`config.mk`:
```
export PLATFORM = sky130hd
export DESIGN_NAME = gap_sequence_detector
export DESIGN_NICKNAME = d
export VERILOG_FILES = /design/src/rtl/gap_seqdet_pkg.sv /design/src/rtl/gap_sequence_detector_zero_run_counter.sv /design/src/rtl/gap_sequence_detector.sv
export SDC_FILE = /design/constraint.sdc
export NUM_CORES = 1
export LEC_CHECK = 0
export BUFFER_PORTS_ARGS = -buffer_cell sky130_fd_sc_hd__buf_2
export CORE_AREA = 2 2 39 41
export DETAILED_ROUTE_END_ITERATION = 16
export DIE_AREA = 0 0 41 43
export SETUP_SLACK_MARGIN = 0.1
export SLEW_MARGIN = 20
export SYNTH_ARGS = -nofsm -noshare
export SYNTH_HDL_FRONTEND = slang
export SYNTH_SLANG_ARGS = --single-unit
```
`constraint.sdc`:
```
create_clock -name clk -period 2.5 [get_ports clk]
set_clock_uncertainty 0.15 [all_clocks]
set_input_delay 0.125 -clock clk [delete_from_list [all_inputs] [get_ports clk]]
set_output_delay 0.125 -clock clk [all_outputs]
set_load 0.05 [all_outputs]
```
`src/rtl/gap_seqdet_pkg.sv`:
```
// Shared types and constants for the gap sequence detector.
package gap_seqdet_pkg;

    typedef enum logic [1:0] {
        S_IDLE  = 2'd0,
        S_SEEN1 = 2'd1,
        S_COUNT = 2'd2,
        S_DONE  = 2'd3
    } state_e;

    localparam logic MODE_OVL  = 1'b0;
    localparam logic MODE_NOVL = 1'b1;

    localparam int unsigned MATCH_CNT_W = 8;

endpackage

```
`src/rtl/gap_sequence_detector_zero_run_counter.sv`:
```
// Zero-run counter z and latched gap register gq for the gap sequence detector.
module zero_run_counter #(
    parameter int unsigned CW = 3
) (
    input  logic          clk,
    input  logic          rst,
    input  logic          load,
    input  logic          inc,
    input  logic [CW-1:0] gap_in,
    output logic          at_gap
);

    logic [CW-1:0] z_q, z_d;
    logic [CW-1:0] gq_q, gq_d;

    always_comb begin
        z_d  = z_q;
        gq_d = gq_q;
        if (load) begin
            z_d  = CW'(1);
            gq_d = gap_in;
        end else if (inc) begin
            z_d = z_q + CW'(1);
        end
    end

    always_ff @(posedge clk or posedge rst) begin
        if (rst) begin
            z_q  <= '0;
            gq_q <= '0;
        end else begin
            z_q  <= z_d;
            gq_q <= gq_d;
        end
    end

    assign at_gap = (z_q == gq_q);

endmodule

```
`src/rtl/gap_sequence_detector.sv`:
```
// Detects 1, exactly gap zeros, 1 on a synchronized serial input.
// Optional saturating match counter enabled by GAP_SEQDET_MATCH_CNT_EN.
module gap_sequence_detector
    import gap_seqdet_pkg::*;
#(
    parameter int unsigned CW          = 3,
    parameter int unsigned SYNC_STAGES = 1
) (
    input  logic          clk,
    input  logic          rst,
    input  logic          en,
    input  logic          J,
    input  logic [CW-1:0] gap,
    input  logic          mode,
    output logic          Y,
    output logic          busy
`ifdef GAP_SEQDET_MATCH_CNT_EN
    ,
    output logic [MATCH_CNT_W-1:0] match_cnt
`endif
);

    logic [SYNC_STAGES-1:0] sync_q, sync_d;
    logic                   js;

    state_e state_q, state_d;
    logic   mode_q, mode_d;
    logic   load, inc, at_gap;

    always_comb begin
        sync_d[0] = J;
        for (int unsigned i = 1; i < SYNC_STAGES; i++) begin
            sync_d[i] = sync_q[i-1];
        end
    end

    assign js = sync_q[SYNC_STAGES-1];

    always_ff @(posedge clk or posedge rst) begin
        if (rst) begin
            sync_q  <= '0;
            state_q <= S_IDLE;
            mode_q  <= MODE_OVL;
        end else begin
            sync_q  <= sync_d;
            state_q <= state_d;
            mode_q  <= mode_d;
        end
    end

    // Mode is latched with gq so a mid-frame change only affects the next frame.
    always_comb begin
        state_d = state_q;
        mode_d  = mode_q;
        load    = 1'b0;
        inc     = 1'b0;
        if (en) begin
            unique case (state_q)
                S_IDLE: begin
                    if (js) state_d = S_SEEN1;
                end
                S_SEEN1: begin
                    if (js) begin
                        state_d = S_SEEN1;
                    end else if (gap != '0) begin
                        state_d = S_COUNT;
                        load    = 1'b1;
                        mode_d  = mode;
                    end else begin
                        state_d = S_IDLE;
                    end
                end
                S_COUNT: begin
                    if (js) begin
                        state_d = at_gap ? S_DONE : S_SEEN1;
                    end else if (at_gap) begin
                        state_d = S_IDLE;
                    end else begin
                        inc = 1'b1;
                    end
                end
                S_DONE: begin
                    if (js) begin
                        state_d = S_SEEN1;
                    end else if (mode_q == MODE_NOVL || gap == '0) begin
                        state_d = S_IDLE;
                    end else begin
                        state_d = S_COUNT;
                        load    = 1'b1;
                        mode_d  = mode;
                    end
                end
                default: state_d = S_IDLE;
            endcase
        end
    end

    always_comb begin
        Y    = (state_q == S_DONE);
        busy = (state_q == S_COUNT);
    end

    zero_run_counter #(
        .CW(CW)
    ) u_zero_run_counter (
        .clk    (clk),
        .rst    (rst),
        .load   (load),
        .inc    (inc),
        .gap_in (gap),
        .at_gap (at_gap)
    );

`ifdef GAP_SEQDET_MATCH_CNT_EN
    logic [MATCH_CNT_W-1:0] match_cnt_q, match_cnt_d;

    always_comb begin
        match_cnt_d = match_cnt_q;
        if (state_d == S_DONE && state_q != S_DONE && match_cnt_q != '1) begin
            match_cnt_d = match_cnt_q + MATCH_CNT_W'(1);
        end
    end

    always_ff @(posedge clk or posedge rst) begin
        if (rst) begin
            match_cnt_q <= '0;
        end else begin
            match_cnt_q <= match_cnt_d;
        end
    end

    assign match_cnt = match_cnt_q;
`endif

endmodule

```
==> metrics.txt, run 1 <==
# TYPE chip_impl_metric gauge
chip_impl_metric{name="clk_path_buf_depth",unit=""} 2
chip_impl_metric{name="hold_viol_final",unit=""} 0
chip_impl_metric{name="initialDrtViolationCount",unit=""} 6
chip_impl_info{name="hold_path.class",value="primary input to register"} 1
chip_impl_metric{name="wl_per_instance",unit="µm"} 12.8
chip_impl_info{name="unrepaired_setup_endpoints_after_global_routing",value="false"} 1
chip_impl_metric{name="fin_crit_share",unit="%"} 70.7
chip_impl_metric{name="post_dp_cell_area",unit="µm²"} 618
chip_impl_metric{name="io_buffer_count",unit=""} 9
chip_impl_info{name="end_kind",value="register"} 1
chip_impl_info{name="min_delay_startpoint",value="en"} 1
chip_impl_info{name="timing.critical_path.from_type",value="primary input"} 1
chip_impl_metric{name="worst_hold_slack",unit="ns"} 0.0235
chip_impl_info{name="worst_path_top_cell_family_by_delay",value="buffers and inverters"} 1
chip_impl_metric{name="max-cap-violations",unit=""} 0
chip_impl_metric{name="routed_wl",unit="mm"} 1.07
chip_impl_info{name="tritoncts",value="yes"} 1
chip_impl_info{name="critical_path.reg2reg.endpoint",value="u_zero_run_counter.z_q[1]$_DFFE_PP0P_"} 1
chip_impl_metric{name="r2r_setup_slack",unit="ns"} 0.98
chip_impl_metric{name="effective_utilization_at_floorplan",unit="%"} 40.0
chip_impl_metric{name="antenna_found_initial",unit=""} 0
chip_impl_metric{name="path_max_fanout",unit=""} 4
chip_impl_metric{name="synth_top_area_share",unit="%"} 45.2
chip_impl_metric{name="globalRoute.totalOverflow",unit=""} 0
chip_impl_metric{name="grt_max_degree",unit=""} 11
chip_impl_info{name="slowest_stage",value="dlygate4sd3_1"} 1
chip_impl_metric{name="postLayoutCellArea",unit="µm²"} 714
chip_impl_metric{name="clk_slew_on_worst_s_h_paths",unit="ns"} 0.08
chip_impl_metric{name="numCtsBuffers",unit=""} 3
chip_impl_metric{name="num_rows",unit=""} 14
chip_impl_metric{name="fp.dieH",unit="µm"} 43
chip_impl_metric{name="post_detailed_route_drc_marker_count",unit=""} 0
chip_impl_metric{name="cts-htree-levels",unit=""} 1
chip_impl_metric{name="syn-mean-instance-area",unit="µm²"} 11.5
chip_impl_metric{name="all_layer_gr_usage",unit="%"} 15.9
chip_impl_metric{name="sequential_cell_area",unit="µm²"} 250
chip_impl_metric{name="drive_above_1_share",unit="%"} 34.3
chip_impl_info{name="synth.most_common_cell",value="dfrtp_1"} 1
chip_impl_metric{name="ir_worst_vdd",unit="mV"} 0.429
chip_impl_info{name="crit_chain",value="dlygate4sd3_1 > buf_2 > or3_1 > nand4_1 > mux2_2"} 1
chip_impl_info{name="clock-root-buffer",value="clkbuf_4"} 1
chip_impl_metric{name="antenna_left",unit=""} 0
chip_impl_metric{name="grt_first_pass_wirelength",unit="mm"} 1.79
chip_impl_metric{name="proportion_of_synthesized_chip_area_in_sequential_cells",unit="%"} 45.2
chip_impl_metric{name="depth_of_the_most_critical_reg_to_reg_path",unit=""} 3
chip_impl_metric{name="detail_route.vias_per_cell",unit=""} 5.20
chip_impl_metric{name="detailedPlacementHpwl",unit="µm"} 792
chip_impl_metric{name="clkLatencyLatePin",unit="ns"} 0.27
chip_impl_metric{name="layout.nets",unit=""} 77
chip_impl_metric{name="slowest_delay",unit="ns"} 0.52
chip_impl_metric{name="timing.hold.worst_path_depth",unit=""} 2
chip_impl_metric{name="fin_ws",unit="ns"} 0.733
chip_impl_metric{name="worst_ep_required_time",unit="ns"} 2.50
chip_impl_info{name="ys.flop_type",value="dfrtp_1"} 1
chip_impl_metric{name="preCtsSetupSlack",unit="ns"} 0.992
chip_impl_metric{name="finalWorstPathRequiredPeriod",unit="ns"} 1.77
chip_impl_metric{name="timing.critical_path.buf_inv",unit=""} 2
chip_impl_metric{name="total_leakage_power",unit="µW"} 0.000346
chip_impl_metric{name="floorplan.io_pins",unit=""} 10
chip_impl_metric{name="mapped_nets",unit=""} 57
chip_impl_metric{name="max_freq",unit="GHz"} 0.566
chip_impl_metric{name="cts.repair.resized",unit=""} 0
chip_impl_metric{name="worst-slew-pin-transition",unit="ns"} 0.468
chip_impl_metric{name="power_per_cell_area",unit="mW/mm²"} 901
chip_impl_metric{name="synth.yosys.warnings",unit=""} 0
chip_impl_metric{name="syn_inst",unit=""} 48
chip_impl_info{name="timing.setup.critical_path_class",value="primary input to register"} 1
chip_impl_metric{name="place.gp.congestion",unit=""} 0.783
chip_impl_info{name="synth_top_area_cell",value="dfrtp_1"} 1
chip_impl_metric{name="die-area",unit="mm²"} 0.00176
chip_impl_info{name="synthTopCellsByArea",value="dfrtp_1 45%, mux2_2 10%, mux2i_1 5.4%, xor2_1 4.8%, and2b_2 3.2%"} 1
chip_impl_metric{name="via_count",unit=""} 432
chip_impl_metric{name="report.final.setup_viol",unit=""} 0
chip_impl_metric{name="synthToLayoutAreaGrowth",unit="%"} 29.2
chip_impl_metric{name="multi_input_area",unit="µm²"} 288
chip_impl_metric{name="setup-tns-final",unit="ns"} 0
chip_impl_metric{name="clock_sink_count",unit=""} 10
chip_impl_metric{name="core_area",unit="mm²"} 0.00138
chip_impl_metric{name="finalMaxSlewViolations",unit=""} 0
chip_impl_metric{name="syn-cell-area",unit="µm²"} 553
chip_impl_metric{name="relSlewSlack",unit="%"} 68.5
chip_impl_metric{name="antenna_cells",unit=""} 0
chip_impl_metric{name="postSynthRegisterBits",unit=""} 10
chip_impl_metric{name="chip_width",unit="µm"} 41
chip_impl_metric{name="first_global_vias",unit=""} 425
chip_impl_metric{name="async_flop_share",unit="%"} 100
chip_impl_metric{name="fin_total_pwr",unit="µW"} 644
chip_impl_metric{name="first_pass_iters",unit=""} 4
chip_impl_metric{name="synth-edff-count",unit=""} 0
chip_impl_info{name="reg2reg_from",value="u_zero_run_counter.z_q[1]$_DFFE_PP0P_"} 1
chip_impl_metric{name="cp_data_arrival_time",unit="ns"} 1.77
chip_impl_metric{name="final.fill_count",unit=""} 134
chip_impl_info{name="commonest_cells_in_the_synthesized_netlist",value="10 x dfrtp_1, 5 x mux2_2, 4 x inv_1, 3 x mux2i_1, 3 x xor2_1"} 1
chip_impl_info{name="hold_path_end",value="state_q[0]$_DFFE_PP0P_"} 1
chip_impl_info{name="outcome",value="finished, final reports clean"} 1
chip_impl_metric{name="yosysUniqueCellTypes",unit=""} 22
registers in the layout, summed over array words and instances (netlist names):
| name | cells |
|---|---|
| u_zero_run_counter.gq_q | 3 |
| u_zero_run_counter.z_q | 3 |
| state_q | 2 |
| js | 1 |
| mode_q | 1 |
through the flow:
step	util [%]	instances
after floorplan	-	48
after global placement	44.7	73
after detailed placement	44.7	73
after CTS	51.6	83
after global routing	51.6	83
final	51.6	83
area by class of cell:
type / count / share of cell area [%]
Clock buffer: 4 / 5.08
Timing Repair Buffer: 15 / 14.7
Tap cell: 16 / 2.80
Inverter: 4 / 2.10
Sequential cell: 10 / 35.0
Multi-Input combinational cell: 34 / 40.3
cells in the final DEF, fill, tap and decap left out:
master and count:
a21oi_1 1, a41oi_1 1, and2_2 1, and2_4 1
and2b_2 2, and4bb_2 1, buf_2 9, clkbuf_4 3
clkbuf_8 1, dfrtp_1 10, dlygate4sd3_1 6, ha_1 1
inv_1 4, mux2_2 5, mux2i_1 3, nand2_1 2
nand2b_1 1, nand3b_1 1, nand4_1 2, nor3_1 1
o311ai_0 2, o31ai_1 1, o41ai_1 2, or3_1 1
or4_1 2, xor2_1 3
where the power goes:
group,internal (µW),switching [µW]
Sequential,217,55.5
Combinational,101,119
Clock,88.5,63.5
Total,406,238
how the worst max path moves through the flow:
stage | depth (start not counted) | startpoint | endpoint
after global routing | 5 | gap[2] | mode_q$_DFFE_PP0P_
after global placement | 4 | gap[2] | u_zero_run_counter.gq_q[2]$_DFFE_PP0P_
after floorplan | 3 | u_zero_run_counter.z_q[1]$_DFFE_PP0P_ | u_zero_run_counter.z_q[2]$_DFFE_PP0P_
after CTS | 5 | gap[2] | mode_q$_DFFE_PP0P_
final | 5 | gap[2] | mode_q$_DFFE_PP0P_
after detailed placement | 3 | state_q[0]$_DFFE_PP0P_ | mode_q$_DFFE_PP0P_
kinds of logic (layout without fill, tap and decap cells):
group | count (synthesis) | after routing | share of synthesized area [%]
adder cells (fa/ha/maj) | 1 | 1 | 2.26
XOR/XNOR | 3 | 3 | 4.75
AND/OR/NAND/NOR | 15 | 15 | 19.2
AO/OA/AOI/OAI | 7 | 7 | 10.2
buffers and inverters | 4 | 23 | 2.71
flip-flops | 10 | 10 | 45.2
multiplexers | 8 | 8 | 15.6
repair_timing:
| action | CTS | global route |
|---|---|---|
| setup buffers | 0 | 0 |
| hold buffers | 6 | 0 |
| hold endpoints to repair | 15 | 0 |
routing by layer:
metal | global-route usage (%) | routed length, µm | up-vias | part of all wire, %
li1 | - | - | 220 | -
met1 | 20.1 | 496 | 201 | 47
met2 | 22.5 | 517 | 9 | 48
met3 | 4.71 | 37 | 2 | 3.5
met4 | 10.0 | 15 | 0 | 1.4
met5 | 0 | 0 | - | 0
No activity file was read; power rests on OpenSTA's default activity.
==> run 2: changes to the inputs <==
==> constraint.sdc (replaced) <==
create_clock -name clk -period 1.6 [get_ports clk]
set_clock_uncertainty 0.15 [all_clocks]
set_input_delay 0.08 -clock clk [delete_from_list [all_inputs] [get_ports clk]]
set_output_delay 0.08 -clock clk [all_outputs]
set_load 0.05 [all_outputs]
==> metrics.txt, run 2 (same netlist as run 1, synthesis figures left out) <==
# TYPE chip_impl_metric gauge
chip_impl_metric{name="layout.nets",unit=""} 82
chip_impl_metric{name="max_freq",unit="GHz"} 0.667
chip_impl_metric{name="antenna_cells",unit=""} 0
chip_impl_info{name="tritoncts",value="yes"} 1
chip_impl_metric{name="setup-tns-final",unit="ns"} 0
chip_impl_metric{name="total_leakage_power",unit="µW"} 0.000363
chip_impl_metric{name="all_layer_gr_usage",unit="%"} 15.4
chip_impl_metric{name="switching_power_as_a_share_of_total_power",unit="%"} 37.0
chip_impl_info{name="critical_path.endpoint",value="u_zero_run_counter.z_q[0]$_DFFE_PP0P_"} 1
chip_impl_metric{name="fp.dieH",unit="µm"} 43
chip_impl_metric{name="grt_first_pass_wirelength",unit="mm"} 1.77
chip_impl_metric{name="grt_max_degree",unit=""} 11
chip_impl_metric{name="core_area",unit="mm²"} 0.00138
chip_impl_metric{name="clk_path_buf_depth",unit=""} 2
chip_impl_metric{name="proportion_of_power_drawn_by_the_clock_network",unit="%"} 20.8
chip_impl_info{name="unrepaired_setup_endpoints_after_global_routing",value="true"} 1
chip_impl_info{name="layout_common_cells",value="9 x buf_2, 8 x dfrtp_1, 7 x dlygate4sd3_1"} 1
chip_impl_info{name="outcome",value="finished, final reports clean"} 1
chip_impl_metric{name="relSlewSlack",unit="%"} 74.9
chip_impl_metric{name="power_per_cell_area",unit="mW/mm²"} 1380
chip_impl_metric{name="effective_utilization_at_floorplan",unit="%"} 40.0
chip_impl_info{name="end_kind",value="register"} 1
chip_impl_metric{name="first_global_vias",unit=""} 463
chip_impl_metric{name="wl_per_instance",unit="µm"} 12.8
chip_impl_info{name="clock-root-buffer",value="clkbuf_4"} 1
chip_impl_metric{name="power_frac_seq",unit="%"} 40.7
chip_impl_metric{name="power_switching",unit="µW"} 400
chip_impl_metric{name="finalMaxSlewViolations",unit=""} 0
chip_impl_metric{name="clk_slew_on_worst_s_h_paths",unit="ns"} 0.07
chip_impl_metric{name="detailedPlacementHpwl",unit="µm"} 819
chip_impl_metric{name="numCtsBuffers",unit=""} 3
chip_impl_metric{name="synthToLayoutAreaGrowth",unit="%"} 41.2
chip_impl_metric{name="antenna_found_initial",unit=""} 0
chip_impl_metric{name="antenna_left",unit=""} 0
chip_impl_metric{name="r2r_setup_slack",unit="ns"} 0.10
chip_impl_info{name="biggestRegsByFlops",value="u_zero_run_counter.gq_q: 3 flops, u_zero_run_counter.z_q: 3 flops, state_q: 2 flops"} 1
chip_impl_metric{name="path_max_fanout",unit=""} 4
chip_impl_metric{name="hold_viol_final",unit=""} 0
chip_impl_metric{name="first_pass_iters",unit=""} 4
chip_impl_metric{name="io_buffer_count",unit=""} 9
chip_impl_metric{name="report.final.setup_viol",unit=""} 0
chip_impl_info{name="startpoint_of_the_worst_setup_timing_path",value="u_zero_run_counter.gq_q[1]$_DFFE_PP0P_"} 1
chip_impl_metric{name="die-area",unit="mm²"} 0.00176
chip_impl_metric{name="chip_width",unit="µm"} 41
chip_impl_metric{name="post_detailed_route_drc_marker_count",unit=""} 0
chip_impl_info{name="timing.critical_path.from_type",value="register"} 1
chip_impl_info{name="hold_path.class",value="primary input to async pin"} 1
chip_impl_metric{name="fin_crit_share",unit="%"} 93.7
chip_impl_metric{name="initialDrtViolationCount",unit=""} 5
chip_impl_info{name="critical_path.reg2reg.endpoint",value="u_zero_run_counter.z_q[0]$_DFFE_PP0P_"} 1
chip_impl_metric{name="max-cap-violations",unit=""} 0
chip_impl_info{name="timing.setup.critical_path_class",value="register to register"} 1
chip_impl_metric{name="placed_cells_incl_taps",unit=""} 74
chip_impl_metric{name="layout.cells.non_filler",unit=""} 88
chip_impl_metric{name="cp_data_arrival_time",unit="ns"} 1.53
chip_impl_metric{name="worst-slew-pin-transition",unit="ns"} 0.376
chip_impl_metric{name="clock_sink_count",unit=""} 10
chip_impl_info{name="most_common_cell_after_layout_fill_and_taps_aside",value="buf_2"} 1
chip_impl_metric{name="worst_ep_required_time",unit="ns"} 1.63
chip_impl_metric{name="cts-htree-levels",unit=""} 1
chip_impl_metric{name="routed_wl",unit="mm"} 1.13
chip_impl_metric{name="clkLatencyLatePin",unit="ns"} 0.26
chip_impl_metric{name="finalWorstPathRequiredPeriod",unit="ns"} 1.50
chip_impl_metric{name="globalRoute.totalOverflow",unit=""} 0
chip_impl_metric{name="ir_worst_vdd",unit="mV"} 0.596
chip_impl_metric{name="depth_of_the_most_critical_reg_to_reg_path",unit=""} 4
chip_impl_info{name="reg2reg_from",value="u_zero_run_counter.gq_q[1]$_DFFE_PP0P_"} 1
chip_impl_metric{name="combinationalPowerShare",unit="%"} 38.5
chip_impl_metric{name="floorplan.io_pins",unit=""} 10
chip_impl_metric{name="drive_above_1_share",unit="%"} 45.8
chip_impl_metric{name="p_int",unit="µW"} 680
chip_impl_metric{name="detail_route.vias_per_cell",unit=""} 5.18
chip_impl_metric{name="via_count",unit=""} 456
chip_impl_metric{name="num_rows",unit=""} 14
chip_impl_metric{name="place.gp.congestion",unit=""} 0.755
==> run 2: cell count changes in the layout (fill, tap and decap cells not counted) <==
cell,delta
dlygate4sd3_1,+1
buf_4,+4
o31ai_2,+1
xor2_2,+2
o311ai_0,-1
o311ai_1,+1
o31ai_1,-1
dfrtp_1,-2
mux2i_1,-1
mux2i_2,+1
xor2_1,-2
dfrtp_2,+2
==> run 2: per-stage QoR <==
step           util [%]  cell area (µm²)  total power [µW]  hold WS [ns]  worst slack, ns
2_1_floorplan         -              553               672        -0.230            0.214
3_3_place_gp       45.2              626               761       -0.0773           0.0965
3_5_place_dp       45.2              626               767       -0.0745           0.0657
4_1_cts            54.9              759              1060         0.181           0.0932
5_1_grt            56.4              781              1160         0.208           0.0344
6_report           56.4              781              1080         0.179            0.101
==> run 2: cell type report <==
class,instances,area [µm²]
Fill cell,135,603
Multi-Input combinational cell,34,312
Sequential cell,10,253
Timing Repair Buffer,20,145
Clock buffer,4,36.3
Tap cell,16,20.0
Inverter,4,15.0
==> run 2: what timing repair did <==
item                                    in CTS  in global routing
setup buffers                                2                  1
hold endpoints to repair                    16                  0
resized for setup                            3                  4
hold buffers                                 7                  0
endpoints found under the setup margin       3                  8
pin swaps                                    1                  5
==> run 2: routing by layer <==
| layer | share of wire [%] | track usage, % | up-vias |
|---|---|---|---|
| met4 | 1.2 | 8.00 | 0 |
| met2 | 50 | 23.4 | 10 |
| met3 | 3.3 | 4.71 | 2 |
| met1 | 45 | 18.6 | 216 |
| met5 | 0 | 0 | - |
| li1 | - | - | 228 |
==> run 2: critical path, stage by stage (launching register included) <==
cell,delay (ns)
dfrtp_1,0.42
xor2_2,0.21
o31ai_2,0.27
buf_4,0.17
mux2i_1,0.20
==> run 2: how the worst min path moves through the flow <==
stage | start | to | slack, ns | cells after the start
3_3_place_gp | rst | u_zero_run_counter.z_q[0]$_DFFE_PP0P_ | -0.08 | 2
6_report | rst | u_zero_run_counter.z_q[0]$_DFFE_PP0P_ | 0.18 | 3
5_1_grt | rst | u_zero_run_counter.z_q[0]$_DFFE_PP0P_ | 0.21 | 3
2_1_floorplan | rst | js$_DFF_PP0_ | -0.23 | 1
3_5_place_dp | rst | u_zero_run_counter.gq_q[1]$_DFFE_PP0P_ | -0.07 | 2
4_1_cts | gap[1] | u_zero_run_counter.z_q[2]$_DFFE_PP0P_ | 0.18 | 4
==> run 2: power groups by stage <==
stage	clock network, µW	registers [µW]	logic [µW]
3_3_place_gp	0	433	327
3_5_place_dp	0	435	332
2_1_floorplan	0	407	265
5_1_grt	249	448	465
4_1_cts	229	427	400
6_report	224	440	417
